### src/rtl/fn_sw_descrambler.sv
// Serial XOR descrambler: recovers a from y = a ^ b using a local PRBS7 keystream
// that restarts from SEED on every accepted start-of-frame bit; one-entry registered output.
module fn_sw_descrambler #(
    parameter logic [6:0]  SEED  = 7'h7F,
    parameter int unsigned CNT_W = 16
) (
    input  logic             clk,
    input  logic             rst_n,
    input  logic             in_valid,
    output logic             in_ready,
    input  logic             in_data,
    input  logic             in_sof,
    input  logic             sel,
    output logic             out_valid,
    input  logic             out_ready,
    output logic             out_data,
    output logic             out_sof,
    output logic [CNT_W-1:0] bit_cnt
);

    typedef enum logic {
        IDLE = 1'b0,
        HOLD = 1'b1
    } state_t;

    state_t           state_reg, state_next;
    logic [6:0]       lfsr_reg, lfsr_next;
    logic [6:0]       eff_state;
    logic             data_reg, data_next;
    logic             sof_reg, sof_next;
    logic [CNT_W-1:0] cnt_reg, cnt_next;
    logic             accept, transfer, key_bit;

    assign out_valid = (state_reg == HOLD);
    assign in_ready  = !out_valid || out_ready;
    assign accept    = in_valid && in_ready;
    assign transfer  = out_valid && out_ready;

    // A start-of-frame bit is descrambled with the SEED state itself, not the running state.
    assign eff_state = in_sof ? SEED : lfsr_reg;
    assign key_bit   = eff_state[6] ^ eff_state[5];

    assign out_data = data_reg;
    assign out_sof  = sof_reg;
    assign bit_cnt  = cnt_reg;

    always_comb begin
        state_next = state_reg;
        lfsr_next  = lfsr_reg;
        data_next  = data_reg;
        sof_next   = sof_reg;
        cnt_next   = cnt_reg;

        case (state_reg)
            IDLE:    if (accept) state_next = HOLD;
            HOLD:    if (transfer && !accept) state_next = IDLE;
            default: state_next = IDLE;
        endcase

        // The LFSR steps on every accept, bypassed or not, to stay aligned with the transmitter.
        if (accept) begin
            lfsr_next = {eff_state[5:0], key_bit};
            data_next = sel ? (in_data ^ key_bit) : in_data;
            sof_next  = in_sof;
            if (sel && (cnt_reg != '1)) begin
                cnt_next = cnt_reg + CNT_W'(1);
            end
        end
    end

    always_ff @(posedge clk) begin
        if (!rst_n) begin
            state_reg <= IDLE;
            lfsr_reg  <= SEED;
            data_reg  <= 1'b0;
            sof_reg   <= 1'b0;
            cnt_reg   <= '0;
        end else begin
            state_reg <= state_next;
            lfsr_reg  <= lfsr_next;
            data_reg  <= data_next;
            sof_reg   <= sof_next;
            cnt_reg   <= cnt_next;
        end
    end

endmodule

### config.mk
export PLATFORM = sky130hd
export DESIGN_NAME = fn_sw_descrambler
export DESIGN_NICKNAME = d
export VERILOG_FILES = /design/src/rtl/fn_sw_descrambler.sv
export SDC_FILE = /design/constraint.sdc
export NUM_CORES = 1
export LEC_CHECK = 0
export ABC_CLOCK_PERIOD_IN_PS = 3600
export CORE_MARGIN = 4
export CORE_UTILIZATION = 50
export DETAILED_ROUTE_END_ITERATION = 10
export PLACE_DENSITY_LB_ADDON = 0.25
export SYNTH_ARGS = -nofsm -noshare
export SYNTH_HDL_FRONTEND = slang
export SYNTH_SLANG_ARGS = --single-unit
### constraint.sdc
create_clock -name clk -period 3.6 [get_ports clk]
set_input_delay 0.72 -clock clk [delete_from_list [all_inputs] [get_ports clk]]
set_output_delay 0.72 -clock clk [all_outputs]
set_load 0.02 [all_outputs]
==> metrics.cfg <==
[status]
status=finished, final reports clean

[logic_synthesis]
synth_edf_count=0
synthCells=150
yosys-top-cells-area=dfxtp_1 (42%), mux2i_1 (6.5%), nand2_1 (5.7%)
synth-simple-area-share_pct=31.45
synth_fp_nets=158
synth_adder_area_share_pct=1.008
synth_xor_area_share_pct=1.411
synthArstFlopShare_pct=0
synth.cell_area_sq_um=1241
synth-compound-area-share_pct=13.41
synthMuxAreaShare_pct=6.452
synth-seq-cells=26
avgSynthCellArea_sq_um=8.275
synth_top_family_by_area=simple AND/OR/NAND/NOR gates
ys_types=32
ys_warn_count=0
synth_area_leader_cell=dfxtp_1
synth_top_flop_cell=dfxtp_1
netlist.area_leader.share_pct=41.94
synth-seq-area-share_pct=41.94

[final_layout]
fin_cells=202
largest_register_ffs=16
postLayoutCoreUtil_pct=67.97
fillers=202
final_cell_mix=dfxtp_1 (26), clkdlybuf4s50_1 (26), nand2_1 (19)
fin_nets=183
drive_above_1_share_pct=3.448
num_antenna_cells=0
synthToLayoutAreaGrowth_pct=25.81

[run]
max-cap-violations=0

[die]
initial_core_util_pct=54.03
die-area_sq_um=3344
die_width_um=57.83
coreArea_sq_um=2297
die_h_um=57.83
core.rowCount=17
io_pins=27

[pwr]
vdd_drop_max_mv=0.4060
p_per_area_nw_per_um2=349.1
p_leak_nw=0.4926

[critical_path]
crit_top_cell=clkdlybuf4s50_1
slowest_delay_ps=660
crit_type=input port to output pin
critical_path.top_delay_family=buffers and inverters
required_ps=2880
cp.arrival_ps=2060
ff2ff_path_depth=4
critPathSlowestCell=clkdlybuf4s50_1
worst_r2r_startpoint=bit_cnt[11]$_SDFFE_PN0P_
startpoint_type=input port
worstPathMaxFanout=8
rrSetupSlack_ps=1700
path_cells=clkdlybuf4s50_1, nand2b_1, clkdlybuf4s50_1
timing.rr.end=bit_cnt[2]$_SDFFE_PN0P_
critical_path_buf_inv_count=2
cp-end-kind=output pin

[timing]
period_share_pct=77.23
skew_ps=1.708
setup_viol=0
drv_slew=0
fmax_ghz=0.3597
rsz0062_at_grt=false
timing.hold.ws_ps=475.1
finalCriticalPeriod_ps=2780
fin_tns_setup_ps=0
worst_pin_slew_ps=824.0
relSlewSlack_pct=44.56
report.final.hold_viol_count=0

[worst_hold_path]
hold_path_depth=2
hold_start=out_sof$_SDFFE_PN0P_
min_to=out_sof$_SDFFE_PN0P_
hp-class=flop to flop

[detailed_routing]
drc=0
dr.first_iter.drc_count=29
vias=1197
dr.pass1.iters=4
post_drt_wl_per_cell_um=13.77
vias_per_cell=5.926
ant_nets=0
routed_wl_um=2782

[global_route]
grt_use_met3_pct=4.454
overflow=0
grt_start_max_net_pins=26
antenna_found_initial=0
grt_pass1_vias=1067
grtUsageTotal_pct=16.22
busiest_layer=met2
grt_pass1_wl_um=4443
use_met1_pct=18.61
met2_usage_pct=28.87

[clock_network]
clk_pin_slew_ps=140
h-tree-depth=1
clk_latency_ps=330
cts_hold_buf=0
root_buffer=clkbuf_4
cts_setup_buffers=0
cts_tree=yes
clock_sinks=26
clockBufferDepth=2
cts_resized=0
cts_buffers=3

[place]
io_buffers=26
gp_congestion=0.7743
hpwlAfterDp_um=2022
numPlacedInstances=198

## worst max-delay path by stage
stage / to / start / slack, ps / cells after the start
final: in_ready / out_ready / 820 / 3
after global routing: in_ready / out_ready / 760 / 3
after CTS: in_ready / out_ready / 820 / 3
after detailed placement: in_ready / out_ready / 820 / 3
after global placement: in_ready / out_ready / 840 / 3
after floorplan: bit_cnt[14]$_SDFFE_PN0P_ / out_ready / 1630 / 5
## worst reg2reg max path, stage by stage, from the launching register on
cell	delay, ps
dfxtp_1	470
nand4_1	240
nor4_1	780
o21ai_0	190
a21oi_1	160
## per-stage QoR
stage	instance area, sq um	setup WS (ps)	power [mW]
floorplan	1241	1632	0.3270
global placement	1509	837.6	0.3462
detailed placement	1509	817.5	0.3475
CTS	1562	821.2	0.5499
global route	1562	755.2	0.5663
finish	1562	819.9	0.5452
## synthesized netlist by cell type (all sizes together) (5+ instances only)
master  count
clkbuf      5
a21oi      11
mux2i       8
dfxtp      26
nor3        8
nand2      19
nor4        6
nand2b      8
o21ai       8
nand3       5
or4         6
nor2        9
## cell families (layout without fill, tap and decap cells)
logic type                 Yosys count  in the layout
AOI/OAI and AO/OA                   28             28
xor gates and xnor gates             2              2
adders and majority gates            1              1
buffers and inverters               12             36
DFF                                 26             26
muxes                                8              8
and+or+nand+nor                     73             73
## where the power goes
group	switching, mW	internal [mW]
registers	0.00328	0.293
logic	0.0248	0.0200
clock network	0.0915	0.113
total	0.120	0.426
## cell type report
class | instances | area, sq um | share of cell area, %
flip-flops and latches | 26 | 520.5 | 33.33
multi-input cells | 112 | 666.9 | 42.71
inverters | 5 | 18.77 | 1.202
well taps | 28 | 35.03 | 2.244
repair buffers | 27 | 267.8 | 17.15
clock inverters | 1 | 30.03 | 1.923
clock buffers | 3 | 22.52 | 1.442
## layer usage
metal	share of wire, %	vias up
met5	0	-
met4	1.4	0
met3	5.7	7
met2	49	37
met1	44	559
li1	-	594
(Power assumes the default switching activity.)
